**src/rtl/spi_regfile_peripheral.sv**
```systemverilog
// SPI mode-0 peripheral fronting a small register file.
// Frame layout (MSB first): R/W bit (1=write), ADDR_W address bits, DATA_W data bits.
// SCLK/COPI/nCS are oversampled in the clk domain. Register contents are
// presented flat for downstream PWM/enable logic.
module spi_regfile_peripheral #(
  parameter int NUM_REGS   = 5,
  parameter int ADDR_W     = 7,
  parameter int DATA_W     = 8,
  parameter int SYNC_FLOPS = 2
) (
  input  logic                       clk,
  input  logic                       rst_n,
  input  logic                       sclk,
  input  logic                       copi,
  input  logic                       ncs,
  output logic                       cipo,
  output logic                       cipo_oe,
  output logic [NUM_REGS*DATA_W-1:0] regs_flat,
  output logic                       wr_strobe,
  output logic [ADDR_W-1:0]          wr_addr,
  output logic                       frame_err
);

  localparam int FRAME_W = 1 + ADDR_W + DATA_W;
  localparam int CNT_W   = $clog2(FRAME_W + 1);
  localparam int REGS_W  = NUM_REGS * DATA_W;
  localparam logic [ADDR_W:0] NUM_REGS_L = (ADDR_W + 1)'(NUM_REGS);

  typedef enum logic [2:0] {
    ST_IDLE  = 3'd0,
    ST_ADDR  = 3'd1,
    ST_WDATA = 3'd2,
    ST_RDATA = 3'd3,
    ST_HOLD  = 3'd4
  } state_t;

  // Synchroniser chains plus one delay stage used for edge detection
  logic [SYNC_FLOPS-1:0] sclk_sync_r;
  logic [SYNC_FLOPS-1:0] copi_sync_r;
  logic [SYNC_FLOPS-1:0] ncs_sync_r;
  logic                  sclk_last_r;
  logic                  ncs_last_r;
  logic                  armed_r;

  logic sclk_s, copi_s, ncs_s;
  logic sclk_rise_s, sclk_fall_s, ncs_rise_s, ncs_fall_s;

  state_t              state_r;
  logic [CNT_W-1:0]    cnt_r;
  logic [ADDR_W-1:0]   addr_sh_r;
  logic [ADDR_W:0]     addr_sh_next_s;
  logic [ADDR_W-1:0]   addr_r;
  logic [DATA_W-1:0]   wd_sh_r;
  logic [DATA_W-1:0]   rd_sh_r;
  logic                commit_r;
  logic                addr_valid_s;
  logic                cipo_r;
  logic                cipo_oe_r;
  logic [REGS_W-1:0]   regs_flat_r;
  logic                wr_strobe_r;
  logic [ADDR_W-1:0]   wr_addr_r;
  logic                frame_err_r;

  // Register read mux; unimplemented addresses read as zero
  function automatic logic [DATA_W-1:0] reg_read(input logic [REGS_W-1:0] flat,
                                                 input logic [ADDR_W-1:0] a);
    logic [DATA_W-1:0] v;
    v = '0;
    for (int r = 0; r < NUM_REGS; r++) begin
      v = (a == ADDR_W'(r)) ? flat[r*DATA_W +: DATA_W] : v;
    end
    return v;
  endfunction

  assign sclk_s = sclk_sync_r[SYNC_FLOPS-1];
  assign copi_s = copi_sync_r[SYNC_FLOPS-1];
  assign ncs_s  = ncs_sync_r[SYNC_FLOPS-1];

  assign sclk_rise_s = sclk_s & ~sclk_last_r;
  assign sclk_fall_s = ~sclk_s & sclk_last_r;
  assign ncs_rise_s  = ncs_s & ~ncs_last_r;
  // A falling nCS only starts a frame once nCS has been seen high since reset
  assign ncs_fall_s  = armed_r & ~ncs_s & ncs_last_r;

  assign addr_sh_next_s = {addr_sh_r, copi_s};
  assign addr_valid_s   = ({1'b0, addr_r} < NUM_REGS_L);

  // Input synchronisers, edge-detect delay stage and parse arming
  always_ff @(posedge clk or negedge rst_n) begin
    if (!rst_n) begin
      sclk_sync_r <= '0;
      copi_sync_r <= '0;
      ncs_sync_r  <= '0;
      sclk_last_r <= 1'b0;
      ncs_last_r  <= 1'b0;
      armed_r     <= 1'b0;
    end else begin
      sclk_sync_r <= {sclk_sync_r[SYNC_FLOPS-2:0], sclk};
      copi_sync_r <= {copi_sync_r[SYNC_FLOPS-2:0], copi};
      ncs_sync_r  <= {ncs_sync_r[SYNC_FLOPS-2:0], ncs};
      sclk_last_r <= sclk_s;
      ncs_last_r  <= ncs_s;
      armed_r     <= armed_r | ncs_s;
    end
  end

  // Frame FSM, register file commit and all registered outputs
  always_ff @(posedge clk or negedge rst_n) begin
    if (!rst_n) begin
      state_r     <= ST_IDLE;
      cnt_r       <= '0;
      addr_sh_r   <= '0;
      addr_r      <= '0;
      wd_sh_r     <= '0;
      rd_sh_r     <= '0;
      commit_r    <= 1'b0;
      cipo_r      <= 1'b0;
      cipo_oe_r   <= 1'b0;
      regs_flat_r <= '0;
      wr_strobe_r <= 1'b0;
      wr_addr_r   <= '0;
      frame_err_r <= 1'b0;
    end else begin
      wr_strobe_r <= 1'b0;
      frame_err_r <= 1'b0;
      commit_r    <= 1'b0;

      // Commit one clk after the last data bit; out-of-range writes vanish silently
      if (commit_r) begin
        if (addr_valid_s) begin
          for (int r = 0; r < NUM_REGS; r++) begin
            if (addr_r == ADDR_W'(r)) begin
              regs_flat_r[r*DATA_W +: DATA_W] <= wd_sh_r;
            end
          end
          wr_strobe_r <= 1'b1;
          wr_addr_r   <= addr_r;
        end else begin
          wr_strobe_r <= 1'b0;
        end
      end

      case (state_r)
        ST_IDLE: begin
          if (ncs_fall_s) begin
            state_r   <= ST_ADDR;
            cnt_r     <= '0;
            addr_sh_r <= '0;
          end else begin
            state_r <= ST_IDLE;
          end
        end

        ST_ADDR: begin
          // nCS rise is checked first so it wins over a coincident SCLK rise
          if (ncs_rise_s) begin
            state_r     <= ST_IDLE;
            frame_err_r <= 1'b1;
            cipo_r      <= 1'b0;
            cipo_oe_r   <= 1'b0;
          end else if (ncs_fall_s) begin
            state_r   <= ST_ADDR;
            cnt_r     <= '0;
            addr_sh_r <= '0;
          end else if (sclk_rise_s) begin
            addr_sh_r <= addr_sh_next_s[ADDR_W-1:0];
            if (cnt_r == CNT_W'(ADDR_W)) begin
              addr_r <= addr_sh_next_s[ADDR_W-1:0];
              cnt_r  <= '0;
              if (addr_sh_next_s[ADDR_W]) begin
                state_r <= ST_WDATA;
              end else begin
                state_r <= ST_RDATA;
                rd_sh_r <= reg_read(regs_flat_r, addr_sh_next_s[ADDR_W-1:0]);
              end
            end else begin
              cnt_r <= cnt_r + CNT_W'(1);
            end
          end else begin
            state_r <= ST_ADDR;
          end
        end

        ST_WDATA: begin
          if (ncs_rise_s) begin
            state_r     <= ST_IDLE;
            frame_err_r <= 1'b1;
            cipo_r      <= 1'b0;
            cipo_oe_r   <= 1'b0;
          end else if (ncs_fall_s) begin
            state_r   <= ST_ADDR;
            cnt_r     <= '0;
            addr_sh_r <= '0;
          end else if (sclk_rise_s) begin
            wd_sh_r <= {wd_sh_r[DATA_W-2:0], copi_s};
            if (cnt_r == CNT_W'(DATA_W - 1)) begin
              state_r  <= ST_HOLD;
              commit_r <= 1'b1;
            end else begin
              cnt_r <= cnt_r + CNT_W'(1);
            end
          end else begin
            state_r <= ST_WDATA;
          end
        end

        ST_RDATA: begin
          if (ncs_rise_s) begin
            state_r     <= ST_IDLE;
            frame_err_r <= 1'b1;
            cipo_r      <= 1'b0;
            cipo_oe_r   <= 1'b0;
          end else if (ncs_fall_s) begin
            state_r   <= ST_ADDR;
            cnt_r     <= '0;
            addr_sh_r <= '0;
            cipo_r    <= 1'b0;
            cipo_oe_r <= 1'b0;
          end else if (sclk_fall_s) begin
            // Present the next bit on the falling edge so it is stable at the rise
            cipo_r    <= rd_sh_r[DATA_W-1];
            cipo_oe_r <= 1'b1;
            rd_sh_r   <= {rd_sh_r[DATA_W-2:0], 1'b0};
          end else if (sclk_rise_s) begin
            if (cnt_r == CNT_W'(DATA_W - 1)) begin
              state_r <= ST_HOLD;
            end else begin
              cnt_r <= cnt_r + CNT_W'(1);
            end
          end else begin
            state_r <= ST_RDATA;
          end
        end

        ST_HOLD: begin
          // SCLK is ignored here; read data stays on CIPO until nCS rises
          if (ncs_rise_s) begin
            state_r   <= ST_IDLE;
            cipo_r    <= 1'b0;
            cipo_oe_r <= 1'b0;
          end else if (ncs_fall_s) begin
            state_r   <= ST_ADDR;
            cnt_r     <= '0;
            addr_sh_r <= '0;
            cipo_r    <= 1'b0;
            cipo_oe_r <= 1'b0;
          end else begin
            state_r <= ST_HOLD;
          end
        end

        default: begin
          state_r   <= ST_IDLE;
          cipo_r    <= 1'b0;
          cipo_oe_r <= 1'b0;
        end
      endcase
    end
  end

  assign cipo      = cipo_r;
  assign cipo_oe   = cipo_oe_r;
  assign regs_flat = regs_flat_r;
  assign wr_strobe = wr_strobe_r;
  assign wr_addr   = wr_addr_r;
  assign frame_err = frame_err_r;

endmodule

```
**config.mk**
```make
export PLATFORM = sky130hd
export DESIGN_NAME = spi_regfile_peripheral
export DESIGN_NICKNAME = d
export VERILOG_FILES = /design/src/rtl/spi_regfile_peripheral.sv
export SDC_FILE = /design/constraint.sdc
export NUM_CORES = 1
export LEC_CHECK = 0
export CAP_MARGIN = 0
export CORE_ASPECT_RATIO = 0.8
export CORE_UTILIZATION = 59
export DETAILED_ROUTE_END_ITERATION = 10
export PLACE_DENSITY = 0.84
export SYNTH_ARGS = -nofsm -noshare
export SYNTH_HDL_FRONTEND = slang
export SYNTH_SLANG_ARGS = --single-unit
```
**constraint.sdc**
```tcl
create_clock -name clk -period 5.2 [get_ports clk]
set_input_delay 1.04 -clock clk [delete_from_list [all_inputs] [get_ports clk]]
set_output_delay 1.04 -clock clk [all_outputs]
set_load 0.03 [all_outputs]
```
# == Word-level counts from Yosys, hierarchy flattened ==
# Cells that the tools add are included.
# totals
regBits,99
latch_bits,0
mem_bits_rw,0
romBits,0
in_bits,5
out_inout_bits,51
memories,0
# op_classes
n_addsub,1
n_mul,0
div,0
magnitude_cmp,1
eq_ne,31
n_shift,0
mux,71
bitwise_logic,13
reduce_logical,22
# ops
operator,n
8-bit two-way mux,13
5-bit two-way mux,13
3-bit two-way mux,14
7-bit two-way mux,5
7-bit by 2-bit == test with 1-bit output (second input constant),4
5-bit one-hot mux with 5 select lines,1
2-bit inequality test (second input constant),11
7-bit one-hot mux with 3 select lines,1
1-bit two-way mux,20
8-bit one-hot mux with 2 select lines,1
3-bit one-hot mux with 5 select lines,1
3-bit AND reduction,5
7-bit by 1-bit == test with 1-bit output (second input constant),2
7-bit by 3-bit == test with 1-bit output (second input constant),2
7-bit logical NOT,2
4-bit AND reduction,3
3-bit inequality test (second input constant),3
9-bit AND reduction,1
4-bit inequality test (second input constant),2
1-bit one-hot mux with 4 select lines,2
7-bit by 3-bit less-than comparator with 1-bit output (second input constant),1
1-bit inverter,7
7-bit AND reduction,1
3-bit by 2-bit == test with 1-bit output (second input constant),2
other kinds (16),22

# == Longest topological paths before layout ==
# logic_depth
word_depth,12
mapped_depth,7
depth_no_buf,6

# == Worst setup path before layout ==
# No wires, ideal clock.
# synth_path
path_type,register to register
startpoint,register cnt_r[0]
endpoint,register addr_r[0]
setup_ns,0.125
arrival_time_ns,1.662
required_time_ns,5.075
slack_ns,3.413
stages_incl_launch_ff,5
path_buffers,0
period_less_slack_ns,1.787
path_cell_list,dfrtp_1 -> ha_1 -> nand4bb_1 -> nor4_4 -> mux2_2
# synth_between
elab_chain_len,2
# synth_lines
item,line,source
"start, declared",49,logic [CNT_W-1:0] cnt_r;
"start signal, assigned",177,cnt_r <= cnt_r + CNT_W'(1);
"start signal, assigned",200,cnt_r <= cnt_r + CNT_W'(1);
"start signal, assigned",228,cnt_r <= cnt_r + CNT_W'(1);
5-bit by 3-bit == test with 1-bit output,167,if (cnt_r == CNT_W'(ADDR_W)) begin
5-bit AND reduction (no line),-,
"end signal, assigned",168,addr_r <= addr_sh_next_s[ADDR_W-1:0];
"end, declared",52,logic [ADDR_W-1:0] addr_r;
# No other way between the ends.
# A chain may end at the register's enable or synchronous reset.

# == Worst setup path after layout ==
# layout_path
startpoint,register regs_flat_r[17] (netlist: regs_flat[17])
endpoint,output port regs_flat[17]
# layout_rtl
item,line,source
"start, declared",59,logic [REGS_W-1:0] regs_flat_r;
"start signal, assigned by index",133,regs_flat_r[r*DATA_W +: DATA_W] <= wd_sh_r;
"end, declared",18,"output logic [NUM_REGS*DATA_W-1:0] regs_flat,"
# No word-level cell between the ends.

==> Implementation_results.wiki <==
{| class="wikitable"
! Metric !! Value
|-
| Fraction of final layout cells with drive strength greater than 1 || 0.2438
|-
| Final setup violation count || 0
|-
| Root Buffer || sky130_fd_sc_hd__clkbuf_8
|-
| TritonCTS Sinks || 99
|-
| Reg clk slew, reported paths || 0.10 ns
|-
| Number of input and output port buffers inserted || 55
|-
| HPWL after DPL || 6.437 mm
|-
| Syn_nets || 350
|-
| Routability-driven placement congestion ratio || 0.8566
|-
| Final Hold Viols || 0
|-
| Power per cell area || 302.7 nW/µm²
|-
| Number of clock buffers inserted by TritonCTS || 9
|-
| Async set or reset register ratio after synthesis || 1.000
|-
| Library cells used by synthesis || 58
|-
| Critical path cell sequence || clkdlybuf4s50_1
|-
| Instance count of the mapped netlist || 344
|-
| Yosys warns || 0
|-
| Lkg Pwr || 2.423 nW
|-
| Pin count of the biggest net entering global routing || 57
|-
| WL final || 9.514 mm
|-
| Category of the most critical setup path || flop to primary output
|-
| Post-placement cell area || 4974 µm²
|-
| Startpoint of the worst register-to-register path || state_r[1]$_DFFE_PN0P_
|-
| Remaining global-route overflow || 0
|-
| Total Nets Final || 403
|-
| Post-synthesis sequential area ratio || 0.5641
|-
| Final core utilization || 0.7432
|-
| Max-cap violations || 0
|-
| Crit path buffers/inverters || 1
|-
| Transition at the pin with the smallest max-transition slack || 0.8523 ns
|-
| Number of iterations in the first detailed-routing pass || 10
|-
| Library cell contributing the largest single delay on the critical path || sky130_fd_sc_hd__clkdlybuf4s50_1
|-
| Final routed wire length divided by cell count || 19.46 µm
|-
| Initial drt markers || 245
|-
| Number of nets with antenna violations after detailed routing || 0
|-
| Pint || 1.184 mW
|-
| Height of the die || 79.17 µm
|-
| Max frequency || 0.3923 GHz
|-
| Post-route cell area || 5223 µm²
|-
| Worst ir drop on vdd || 0.2624 mV
|-
| Share of the cycle needed by the critical path after routing || 0.4902
|-
| Tightest Hold Check Type || flop to flop
|-
| Slew Limit Headroom || 0.4305
|-
| Instance count on the critical path || 1
|-
| Post-CTS setup-driven buffer insertion count || 0
|-
| Worst setup path end || regs_flat[17]
|-
| Ratio of routed vias to standard cells || 6.260
|-
| Antenna violations before repair || 0
|-
| CTS resizes || 0
|-
| Critical Path Source || regs_flat[17]$_DFFE_PN0P_
|-
| Relative contribution of sequential cells to total power || 0.520
|-
| RSZ-0062 raised after global routing || no
|-
| Family of cells with the greatest summed delay on the critical path || buffers and inverters
|-
| Synthesis-to-layout area growth || 18.92%
|-
| Share of total power consumed by net switching || 0.2506
|-
| CP Capture Type || primary output
|-
| Result of the run || finished, violations left
|-
| Antenna cell count || 0
|-
| R2R setup slack || 2.76 ns
|-
| Horizontal die dimension || 98.46 µm
|-
| Total number of vias || 3061
|-
| Clk Latency, worst-skew pair || 0.37 ns
|-
| Syn avg cell area || 12.77 µm²
|-
| Number of top-level pins || 56
|-
| Minimum period implied by the final worst setup slack || 2.549 ns
|-
| Depth of the most critical reg-to-reg path || 4
|-
| Post-CTS Hold Buffers || 0
|-
| Post-Synthesis Cell Area || 4392 µm²
|-
| Combinational fraction of design power || 0.100
|-
| H-Tree Depth || 3
|-
| Kind of launch point of the worst setup path || flop
|-
| Commonest register cell after synthesis || sky130_fd_sc_hd__dfrtp_1
|-
| CTS tree || yes
|-
| Maximum clock path buffer count || 2
|-
| Setup Skew || 0.01113 ns
|-
| Violations in the final reports || design-rule violations
|-
| Final-report max-slew violation count || 0
|-
| Required time reported for the critical path endpoint || 4.16 ns
|-
| Number of register bits inferred by synthesis || 99
|-
| Number of global-route vias before repair || 2967
|-
| Switching power summed over all nets || 0.3962 mW
|-
| Standard cell core area || 7027 µm²
|-
| Starting density of the core || 0.6250
|-
| Cell Rows || 27
|-
| # DRC || 4
|-
| Data arrival time of the critical path || 1.51 ns
|-
| Combined global-route utilization of all metal layers || 0.2619
|-
| Share of total power in the clock network || 0.379
|-
| Setup_tns || 0 ns
|-
| Longest individual stage delay on the worst path || 0.70 ns
|-
| Die Area || 7795 µm²
|-
| First-pass GRT wire length || 15.29 mm
|-
| Count of flip-flops with a built-in enable after synthesis || 0
|-
| Maximum net fanout on the critical path || 3
|-
| Reg2Reg Capture Point || rd_sh_r[0]$_DFFE_PN0P_
|}
[routing by layer]
layer  GRT usage  routed length, µm  vias up
met5           0                  0        -
met4     0.07612                116        0
met3     0.06426                621       13
met2      0.4085               4430      139
met1      0.3678               4345     1543
li1            -                  -     1366
[layout by cell type (no fill, tap or decap), types with 3 or more instances in the layout]
cell / n
sky130_fd_sc_hd__and2_1: 5
sky130_fd_sc_hd__dfrtp_1: 99
sky130_fd_sc_hd__mux2_4: 8
sky130_fd_sc_hd__a22oi_1: 5
sky130_fd_sc_hd__clkdlybuf4s50_1: 54
sky130_fd_sc_hd__nand2b_1: 4
sky130_fd_sc_hd__nor2b_1: 8
sky130_fd_sc_hd__mux2_2: 58
sky130_fd_sc_hd__a32oi_1: 5
sky130_fd_sc_hd__a22o_1: 8
sky130_fd_sc_hd__bufinv_16: 3
sky130_fd_sc_hd__a21oi_1: 25
sky130_fd_sc_hd__o21ai_0: 9
sky130_fd_sc_hd__clkbuf_8: 10
sky130_fd_sc_hd__and3b_1: 3
sky130_fd_sc_hd__nand2_1: 10
sky130_fd_sc_hd__nor3_1: 7
sky130_fd_sc_hd__nor2_1: 22
sky130_fd_sc_hd__nand3_1: 11
sky130_fd_sc_hd__inv_1: 4
[cell type report]
class / count / area (µm²)
Inverter: 4 / 15.01
Fill cell: 478 / 1804
Sequential cell: 99 / 2477
Multi-Input combinational cell: 227 / 1817
Tap cell: 87 / 108.9
Clock inverter: 5 / 107.6
Clock buffer: 11 / 141.4
Timing Repair Buffer: 56 / 555.5
[stage by stage]
stage               instances  total power [mW]  worst slack (ns)  hold WS (ns)
floorplan                 344            0.9471             3.413        0.3312
global placement          473            0.9858             2.925        0.3317
detailed placement        473            0.9926             2.830        0.3379
CTS                       489             1.586             2.657        0.3597
global route              489             1.641             2.588        0.3669
finish                    489             1.581             2.651        0.3573
[worst min-delay path by stage]
stage / from / to / slack (ns) / cells after the start
3_5_place_dp: ncs_sync_r[0]$_DFF_PN0_ / ncs_sync_r[1]$_DFF_PN0_ / 0.34 / 0
6_report: sclk_sync_r[0]$_DFF_PN0_ / sclk_sync_r[1]$_DFF_PN0_ / 0.36 / 0
4_1_cts: sclk_sync_r[0]$_DFF_PN0_ / sclk_sync_r[1]$_DFF_PN0_ / 0.36 / 0
2_1_floorplan: copi_sync_r[0]$_DFF_PN0_ / copi_sync_r[1]$_DFF_PN0_ / 0.33 / 0
3_3_place_gp: ncs_sync_r[0]$_DFF_PN0_ / ncs_sync_r[1]$_DFF_PN0_ / 0.33 / 0
5_1_grt: copi_sync_r[0]$_DFF_PN0_ / copi_sync_r[1]$_DFF_PN0_ / 0.37 / 0
[synth_stat cells, types with 2 or more instances]
cell | count | area [µm²]
sky130_fd_sc_hd__dfrtp_1 | 99 | 2477
sky130_fd_sc_hd__o31ai_1 | 2 | 15.01
sky130_fd_sc_hd__a22o_1 | 8 | 70.07
sky130_fd_sc_hd__and2_1 | 5 | 31.28
sky130_fd_sc_hd__clkbuf_1 | 3 | 11.26
sky130_fd_sc_hd__o21ai_0 | 9 | 45.04
sky130_fd_sc_hd__a21o_1 | 2 | 15.01
sky130_fd_sc_hd__a21oi_1 | 25 | 125.1
sky130_fd_sc_hd__nand2b_1 | 4 | 25.02
sky130_fd_sc_hd__nand2_1 | 10 | 37.54
sky130_fd_sc_hd__mux2_4 | 8 | 120.1
sky130_fd_sc_hd__buf_2 | 5 | 25.02
sky130_fd_sc_hd__nor2_1 | 22 | 82.58
sky130_fd_sc_hd__buf_4 | 2 | 15.01
sky130_fd_sc_hd__nor3_1 | 7 | 35.03
sky130_fd_sc_hd__nand3_1 | 11 | 55.05
sky130_fd_sc_hd__or2_2 | 2 | 12.51
sky130_fd_sc_hd__a22oi_1 | 5 | 37.54
sky130_fd_sc_hd__a32oi_1 | 5 | 43.79
sky130_fd_sc_hd__nor2b_1 | 8 | 50.05
sky130_fd_sc_hd__or4_1 | 2 | 15.01
sky130_fd_sc_hd__and3b_1 | 3 | 26.28
sky130_fd_sc_hd__inv_1 | 4 | 15.01
sky130_fd_sc_hd__mux2_2 | 58 | 653.1
sky130_fd_sc_hd__buf_6 | 2 | 22.52
[cell families after synthesis]
logic type      after synthesis  share of synthesized area
mux                          68                     0.1835
compound gates               67                     0.1031
flops                        99                     0.5641
simple gates                 91                     0.1242
buf+inv                      18                    0.02222
fa+ha+maj                     1                   0.002849
[power groups by stage]
stage / clock network [mW] / registers (mW) / logic, mW
global route: 0.639 / 0.827 / 0.176
detailed placement: 0 / 0.836 / 0.157
floorplan: 0 / 0.819 / 0.128
global placement: 0 / 0.833 / 0.153
finish: 0.599 / 0.823 / 0.159
CTS: 0.606 / 0.821 / 0.158
[state kept, by name (all words and copies together), names as in the netlist]
signal / cells
regs_flat: 40
rd_sh_r: 8
wd_sh_r: 8
addr_r: 7
addr_sh_r: 7
wr_addr: 7
cnt_r: 5
state_r: 3
copi_sync_r: 2
ncs_sync_r: 2
sclk_sync_r: 2
armed_r: 1
cipo: 1
cipo_oe: 1
commit_r: 1
frame_err: 1
ncs_last_r: 1
sclk_last_r: 1
wr_strobe: 1
(Power assumes the default switching activity.)
